## config.mk

```make
export PLATFORM = sky130hd
export DESIGN_NAME = dsdmnist_seqctrl
export DESIGN_NICKNAME = d
export VERILOG_FILES = /design/src/rtl/dsdmnist_seqctrl.sv
export SDC_FILE = /design/constraint.sdc
export NUM_CORES = 1
export LEC_CHECK = 0
export CORE_ASPECT_RATIO = 1.4
export CORE_MARGIN = 4
export CORE_UTILIZATION = 30
export CTS_CLUSTER_DIAMETER = 60
export DETAILED_ROUTE_END_ITERATION = 6
export PLACE_DENSITY = 0.51
export SYNTH_ARGS = -nofsm -noshare
export SYNTH_HDL_FRONTEND = slang
export SYNTH_SLANG_ARGS = --single-unit
```

## constraint.sdc

```tcl
create_clock -name i_CLK -period 2.3 [get_ports i_CLK]
set_clock_uncertainty 0.05 [all_clocks]
set_input_delay 0.46 -clock i_CLK [delete_from_list [all_inputs] [get_ports i_CLK]]
set_output_delay 0.46 -clock i_CLK [all_outputs]
set_load 0.01 [all_outputs]
```

## src/rtl/dsdmnist_seqctrl.sv

```systemverilog
// dsdmnist_seqctrl: debounced start qualification and per-image sequencing of the MNIST inference core.
// Build macro DSDMNIST_SEQ_TIMEOUT_EN adds a WAIT watchdog that substitutes digit 4'hF on expiry.
module dsdmnist_seqctrl #(
    parameter int IMGNUM = 10,
    parameter int DBCYC  = 8,
    parameter int INTLEN = 16,
    parameter int IDXW   = (IMGNUM > 1) ? $clog2(IMGNUM) : 1
) (
    input  logic            i_CLK,
    input  logic            i_RST_n,
    input  logic            i_STARTSW,
    output logic            o_CORE_START,
    output logic [IDXW-1:0] o_CORE_IMGIDX,
    input  logic            i_CORE_DONE,
    input  logic [3:0]      i_CORE_RESULT,
    output logic            o_RESULTBUF_EN,
    output logic            o_RESULTBUF_WE,
    output logic [7:0]      o_RESULTBUF_DATA,
    output logic [IDXW-1:0] o_RESULTBUF_ADDR,
    output logic            o_ARMINT,
    output logic            o_DONELED
);
    // state | meaning
    // IDLE  | waiting for the first accepted press
    // START | one-cycle start pulse to the core
    // WAIT  | core busy, index held
    // WRITE | one-cycle result buffer write
    // NEXT  | advance index or finish the run
    // DONE  | run complete, LED lit, restartable
    typedef enum logic [2:0] {IDLE, START, WAIT, WRITE, NEXT, DONE} state_t;

    localparam logic [15:0]     DB_TC    = 16'(DBCYC);
    localparam logic [7:0]      INT_TC   = 8'(INTLEN);
    localparam logic [IDXW-1:0] LAST_IDX = IDXW'(IMGNUM - 1);

    state_t          state;
    state_t          state_nxt;
    logic            sync1;
    logic            sync2;
    logic [15:0]     db_cnt;
    logic            press;
    logic [IDXW-1:0] idx;
    logic [3:0]      digit;
    logic            done_led;
    logic [7:0]      int_cnt;
    logic            wd_hit;
    logic            core_hit;
    logic [3:0]      hit_digit;

    // Counter saturates at DB_TC, so a held switch yields a single press pulse.
    always_ff @(posedge i_CLK) begin
        if (!i_RST_n) begin
            sync1  <= 1'b0;
            sync2  <= 1'b0;
            db_cnt <= '0;
            press  <= 1'b0;
        end else begin
            sync1 <= i_STARTSW;
            sync2 <= sync1;
            press <= sync2 && (db_cnt == DB_TC - 16'd1);
            if (!sync2)
                db_cnt <= '0;
            else if (db_cnt != DB_TC)
                db_cnt <= db_cnt + 16'd1;
        end
    end

`ifdef DSDMNIST_SEQ_TIMEOUT_EN
    logic [19:0] wd_cnt;

    // Down-counter armed in START; expiry after 20'hFFFFF cycles without a done.
    always_ff @(posedge i_CLK) begin
        if (!i_RST_n)
            wd_cnt <= 20'hFFFFF;
        else if (state == START)
            wd_cnt <= 20'hFFFFF;
        else if (state == WAIT && !i_CORE_DONE && wd_cnt != 20'd0)
            wd_cnt <= wd_cnt - 20'd1;
    end

    assign wd_hit = (state == WAIT) && (wd_cnt == 20'd0);
`else
    assign wd_hit = 1'b0;
`endif

    assign core_hit  = (state == WAIT) && (i_CORE_DONE || wd_hit);
    assign hit_digit = i_CORE_DONE ? i_CORE_RESULT : 4'hF;

    always_ff @(posedge i_CLK) begin
        if (!i_RST_n)
            state <= IDLE;
        else
            state <= state_nxt;
    end

    always_comb begin
        state_nxt = state;
        case (state)
            IDLE:    if (press) state_nxt = START;
            START:   state_nxt = WAIT;
            WAIT:    if (core_hit) state_nxt = WRITE;
            WRITE:   state_nxt = NEXT;
            NEXT:    state_nxt = (idx == LAST_IDX) ? DONE : START;
            DONE:    if (press) state_nxt = START;
            default: state_nxt = IDLE;
        endcase
    end

    // The interrupt timer is only reloaded at run completion, so a restart never truncates it.
    always_ff @(posedge i_CLK) begin
        if (!i_RST_n) begin
            idx      <= '0;
            digit    <= 4'h0;
            done_led <= 1'b0;
            int_cnt  <= 8'd0;
        end else begin
            if (int_cnt != 8'd0)
                int_cnt <= int_cnt - 8'd1;
            case (state)
                IDLE: if (press) idx <= '0;
                DONE: if (press) begin
                    idx      <= '0;
                    done_led <= 1'b0;
                end
                WAIT: if (core_hit) digit <= hit_digit;
                NEXT: if (idx == LAST_IDX) begin
                    done_led <= 1'b1;
                    int_cnt  <= INT_TC;
                end else begin
                    idx <= idx + IDXW'(1);
                end
                default: ;
            endcase
        end
    end

    always_comb begin
        o_CORE_START     = (state == START);
        o_CORE_IMGIDX    = idx;
        o_RESULTBUF_EN   = (state == WRITE);
        o_RESULTBUF_WE   = (state == WRITE);
        o_RESULTBUF_DATA = (state == WRITE) ? {4'h0, digit} : 8'h00;
        o_RESULTBUF_ADDR = (state == WRITE) ? idx : '0;
        o_ARMINT         = (int_cnt != 8'd0);
        o_DONELED        = done_led;
    end
endmodule
```

==> results_dict.tcl, run 1 <==
set metrics [dict create \
    grt_antenna_before_repair 0 \
    setup_tns_ns 0 \
    cp_max_fo 4 \
    period_share_pct 94.0 \
    finalHoldViolCount 0 \
    async_reset_ff_share_pct 0 \
    slowest_delay_ns 0.54 \
    cts_resized 0 \
    cts-root-buf "clkbuf_8" \
    hold-path-endpoint "sync2" \
    worstSetupPathType "flip-flop to primary output" \
    vias 1467 \
    drc 0 \
    hold_path.class "flip-flop to flip-flop" \
    grt_max_degree 12 \
    detail_route.wirelength_mm 3.63 \
    drt-initial-drc-count 67 \
    dr.pass1.iters 4 \
    ant_nets 0 \
    cts_buffer_depth 2 \
    synth_seq_cells 39 \
    startpoint_type "flip-flop" \
    regArea_um2 781 \
    ctsHoldBuffers 0 \
    syn_inst 218 \
    ys_seq_area_share_pct 42.3 \
    area_growth_pct 23.1 \
    layout_setup_ws_ns 0.137 \
    avgSynthCellArea_um2 8.47 \
    fin_util_pct 38.5 \
    fill_cells 613 \
    cp_slowest_cell "clkdlybuf4s50_1" \
    cap_violations 0 \
    yosys_warnings 0 \
    timing.rr.start "db_cnt[0]" \
    grt_usage_pct 10.4 \
    synth_area_um2 1850 \
    rsz0062_at_grt "false" \
    synth_top_area_share_pct 42.3 \
    yosysUniqueCellTypes 35 \
    grt_overflow 0 \
    p_per_area_nw_per_um2 747 \
    required_ns 1.79 \
    num_rows 33 \
    cts_tree "built" \
    r2r_cells 5 \
    worstPathCellList "inv_1 > ha_1 > nand4b_1 > clkdlybuf4s50_1" \
    yosysTopAreaCell "dfxtp_1" \
    dieArea_um2 7490 \
    hpwl_mm 2.75 \
    portBuffers 24 \
    instances_no_fill 318 \
    die_w_um 74.3 \
    reg2reg_to "db_cnt[14]" \
    gr-usage-met3_pct 3.29 \
    p_leak_nw 0.783 \
    synth.area.top_cells "dfxtp_1 42%, nor2_1 5.7%, xnor2_1 5.2%" \
    nNetsFinal 260 \
    cts_sinks 39 \
    routedWlPerCell_um 11.4 \
    grt_busiest_layer "met2" \
    path_clk_slew_ns 0.07 \
    hp-start "sync1" \
    core_um2 5900 \
    vias_per_cell 4.61 \
    whs_path_depth 1 \
    post-place-cells 310 \
    multi_input_area_um2 985 \
    met2_usage_pct 16.5 \
    synth.most_common_cell "dfxtp_1" \
    cts-buffers-inserted 5 \
    antenna-diode-count 0 \
    post-route-min-period_ns 2.16 \
    htreeDepth 2 \
    post-place-ws_ns 0.359 \
    io_pins 29 \
    clock_latency_ns 0.29 \
    grt_pass1_wl_mm 6.15 \
    timing.fmax_mhz 462 \
    start_util_pct 31.3 \
    post_cts_buffers 0 \
    synth_edf_count 0 \
    cp-end-kind "primary output" \
    grt_pass1_vias 1348 \
    ir_drop_mv 0.253 \
    setup_viol 0 \
    final_max_slew_viol_count 0 \
    met1_usage_pct 13.2 \
    drive_gt1_share_pct 6.45 \
    arrival_ns 1.65 \
    status "finished clean" \
    gp_congestion 0.741 \
    rrSetupSlack_ns 0.46 \
    synth_ff_type "dfxtp_1" \
    die_y_um 101 \
    ys_top_cells_by_count "39 x dfxtp_1, 28 x nor2_1, 14 x a21oi_1" \
]
state kept, by name, indices dropped and copies added, names as in the netlist:
| signal | count |
|---|---|
| db_cnt | 16 |
| digit | 4 |
| int_cnt | 8 |
| o_CORE_IMGIDX | 4 |
| o_DONELED | 1 |
| press | 1 |
| state | 3 |
| sync1 | 1 |
| sync2 | 1 |
how the worst max path moves through the flow:
stage / from / end / slack, ns / cells after the start
finish: int_cnt[0] / o_ARMINT / 0.14 / 4
global route: int_cnt[0] / o_ARMINT / 0.03 / 4
CTS: state[1] / o_RESULTBUF_DATA[0] / 0.04 / 3
detailed placement: state[1] / o_RESULTBUF_DATA[0] / 0.36 / 3
global placement: state[1] / o_RESULTBUF_DATA[3] / 0.39 / 3
floorplan: state[0] / o_RESULTBUF_ADDR[0] / 0.55 / 4
critical path, delay by kind of cell, from the launching register on:
family,cells,cell delay (ns)
AND/OR/NAND/NOR,1,0.13
flip-flops,1,0.39
buffers and inverters,2,0.60
adder cells (fa/ha/maj),1,0.24
final cells by class:
cell class | count | area share, %
flip-flops and latches | 39 | 34.4
inverters | 11 | 1.82
well taps | 70 | 3.85
multi-input cells | 161 | 43.3
clock buffers | 8 | 4.41
repair buffers | 29 | 12.2
report_power, final:
group,switching (mW),internal [mW],total (mW)
combinational,0.190,0.201,0.392
sequential,0.0599,0.742,0.802
clock,0.231,0.274,0.505
stage by stage:
| step | cell area [um^2] | hold slack [ns] | power, mW |
|---|---|---|---|
| after floorplan | 1860 | 0.362 | 1.10 |
| after global placement | 2170 | 0.389 | 1.20 |
| after detailed placement | 2170 | 0.380 | 1.21 |
| after CTS | 2270 | 0.406 | 1.72 |
| after global routing | 2270 | 0.425 | 1.82 |
| final | 2270 | 0.402 | 1.70 |
kinds of logic after synthesis:
family	Yosys count	share of synthesized area (%)
other	1	0.203
AOI/OAI and AO/OA	29	8.41
DFF	39	42.3
buffers and inverters	21	5.29
xor gates and xnor gates	18	8.54
adders and majority gates	5	3.39
muxes	5	2.71
and+or+nand+nor	100	29.2
cell usage in the layout (no fill, tap or decap), types with 3 or more instances in the layout:
cell type	Yosys	routed
a21oi_1	14	14
and2_1	10	10
buf_4	5	5
clkbuf_8	0	7
clkdlybuf4s50_1	0	24
conb_1	1	4
dfxtp_1	39	39
ha_1	5	5
inv_1	10	10
mux2i_1	5	5
nand2_1	11	11
nand2b_1	4	4
nand3_1	8	8
nand3b_1	4	4
nand4_1	4	4
nor2_1	28	28
nor3_1	8	7
nor4_1	4	4
o21ai_0	11	11
or3_1	6	6
or4_1	3	3
xnor2_1	11	11
xor2_1	7	7
metal layers:
metal  vias up  share of wire [%]
li1        785                  -
met1       662                 46
met2        15                 49
met3         5                3.6
met4         0                1.5
met5         -                  0
(Power assumes the default switching activity.)
==> run 2: changes to the inputs <==
Settings changed: ABC_AREA set to 1, PLACE_DENSITY 0.51 to 0.5.
Clock period 2.3 ns to 2.1 ns, I/O delays scaled along.
==> run 2 against run 1 <==
Register-to-register slack better by 0.21 ns. Critical path depth rose by 1. Area after synthesis up 8.8%. Wire length is 21% higher. Worst setup slack worse by 0.053 ns. First-iteration DRC count fell by 30%. Sequential cell count unchanged. Synthesized cell count rose by 39%. Clock power is 3% lower. Worst hold slack worse by 0.021 ns. Via count is 28% higher. Critical endpoint is now o_RESULTBUF_EN. Global-route usage increased by 0.65 points.
==> results_dict.tcl, run 2 <==
set metrics [dict create \
    status "finished clean" \
    nNetsFinal 355 \
    timing.fmax_mhz 496 \
    dieArea_um2 8090 \
    cp-end-kind "primary output" \
    final_cell_mix "57 x nand2_1, 47 x nor2_1, 46 x inv_1" \
    startpoint "state[2]" \
    clock_latency_ns 0.28 \
    yosysUniqueCellTypes 26 \
    fill_cells 679 \
    drt-initial-drc-count 47 \
    final_max_slew_viol_count 0 \
    setup_tns_ns 0 \
    num_rows 35 \
    ctsHoldBuffers 0 \
    pwr-share-seq_pct 44.6 \
    startpoint_type "flip-flop" \
    ys_top_cells_by_count "57 x nand2_1, 48 x nor2_1, 46 x inv_1" \
    yosysTopAreaCell "dfxtp_1" \
    largest_reg_flops 16 \
    start_util_pct 30.6 \
    detail_route.wirelength_mm 4.38 \
    grt_pass1_wl_mm 7.39 \
    endpoint "o_RESULTBUF_EN" \
    routedWlPerCell_um 10.5 \
    synth.area.top_cells "dfxtp_1 39%, nand2_1 11%, nor2_1 9.0%" \
    grt_usage_pct 11.1 \
    clockPowerShare_pct 25.0 \
    combPwrFrac_pct 30.5 \
    whs_ns 0.381 \
    cap_violations 0 \
    p_int_mw 1.31 \
    regMostFlops "db_cnt" \
    grt_antenna_before_repair 0 \
    setup_viol 0 \
    ir_drop_mv 0.245 \
    ys_seq_area_share_pct 38.9 \
    rrSetupSlack_ns 0.67 \
    antenna-diode-count 0 \
    power_mw 1.97 \
    final_common_cell "nand2_1" \
    path_clk_slew_ns 0.08 \
    instances_no_fill 417 \
    syn_inst 304 \
    r2r_cells 9 \
    post-place-cells 408 \
    hold_path.class "flip-flop to flip-flop" \
    grt_max_degree 12 \
    timing.rr.start "o_CORE_IMGIDX[0]" \
    portBuffers 24 \
    io_pins 29 \
    swShare_pct 33.5 \
    worstSetupPathType "flip-flop to primary output" \
    async_reset_ff_share_pct 0 \
    arrival_ns 1.55 \
    hpwl_mm 3.41 \
    drive_gt1_share_pct 10.8 \
    placed_area_um2 2380 \
    synth_seq_cells 39 \
    core_um2 6570 \
    synth_top_area_share_pct 38.9 \
    drc 0 \
    die_y_um 105 \
    finalHoldViolCount 0 \
    synth.most_common_cell "nand2_1" \
    gp_congestion 0.802 \
    cts_sinks 39 \
    cts_tree "built" \
    switchingPower_mw 0.660 \
    period_share_pct 96.0 \
    ant_nets 0 \
    vias 1880 \
    cts_buffer_depth 2 \
    area_growth_pct 23.7 \
    reg2reg_to "int_cnt[7]" \
    synth_edf_count 0 \
    p_per_area_nw_per_um2 793 \
    post-route-min-period_ns 2.02 \
    design_area_um2 2480 \
    cts-root-buf "clkbuf_8" \
    vias_per_cell 4.51 \
    top_regs "db_cnt (16), int_cnt (8)" \
    avgSynthCellArea_um2 6.61 \
    p_leak_nw 1.11 \
    required_ns 1.63 \
    die_w_um 77.1 \
    cts-buffers-inserted 5 \
    synth_ff_type "dfxtp_1" \
    synth_area_um2 2010 \
    grt_overflow 0 \
    dr.pass1.iters 4 \
    yosys_warnings 0 \
    grt_pass1_vias 1799 \
    cp_max_fo 5 \
    htreeDepth 2 \
]
[run 2: cells by family after synthesis]
logic type,after synthesis,synth area share [%]
and+or+nand+nor,146,31.6
buffers and inverters,61,12.3
AOI/OAI and AO/OA,48,12.1
DFF,39,38.9
adders and majority gates,5,3.12
xor gates and xnor gates,4,1.74
other,1,0.187
[run 2: repair_timing]
item | in CTS | in global routing
gates resized for setup | 7 | 7
setup endpoints to repair | 9 | 7
gates cloned | 0 | 0
buffers inserted | 0 | 1
pin swaps | 1 | 1
[run 2: power groups by stage]
stage	clock network [mW]	logic [mW]	registers [mW]
CTS	0.516	0.582	0.877
global route	0.528	0.687	0.886
floorplan	0	0.405	0.888
detailed placement	0	0.582	0.892
finish	0.492	0.601	0.878
global placement	0	0.584	0.892
[run 2: area by class of cell]
class / count / area [um^2] / area share (%)
Sequential cell: 39 / 783 / 31.5
Tap cell: 74 / 92.6 / 3.73
Multi-Input combinational cell: 207 / 998 / 40.2
Timing Repair Buffer: 34 / 322 / 12.9
Inverter: 55 / 206 / 8.31
Clock buffer: 7 / 76.3 / 3.07
Clock inverter: 1 / 5.00 / 0.202
[run 2: worst max-delay path, stage by stage, from the launching register on]
cell and delay [ns]:
dfxtp_2 0.35, inv_2 0.08, nand3_1 0.08, buf_4 0.16, inv_1 0.06, clkdlybuf4s50_1 0.52
[run 2: stage by stage]
step,worst slack (ns),util [%]
6_report,0.0842,37.8
5_1_grt,-0.00713,37.8
4_1_cts,0.00425,37.4
3_5_place_dp,0.156,36.2
3_3_place_gp,0.190,36.2
2_1_floorplan,0.645,-
[run 2: routing by layer]
metal	up-vias	wire, um	part of all wire, %	global-route usage, %
met4	0	32	0.73	4.96
met1	827	1900	44	10.9
li1	1027	-	-	-
met2	22	2330	53	21.4
met3	4	108	2.5	2.59
met5	-	0	0	0
[run 2: worst min-delay path by stage]
stage,start,end,slack [ns],cells after the start
floorplan,sync1,sync2,0.34,2
global placement,sync1,sync2,0.36,2
detailed placement,sync1,sync2,0.36,2
CTS,sync1,sync2,0.38,2
global route,sync1,sync2,0.42,2
finish,sync1,sync2,0.38,2
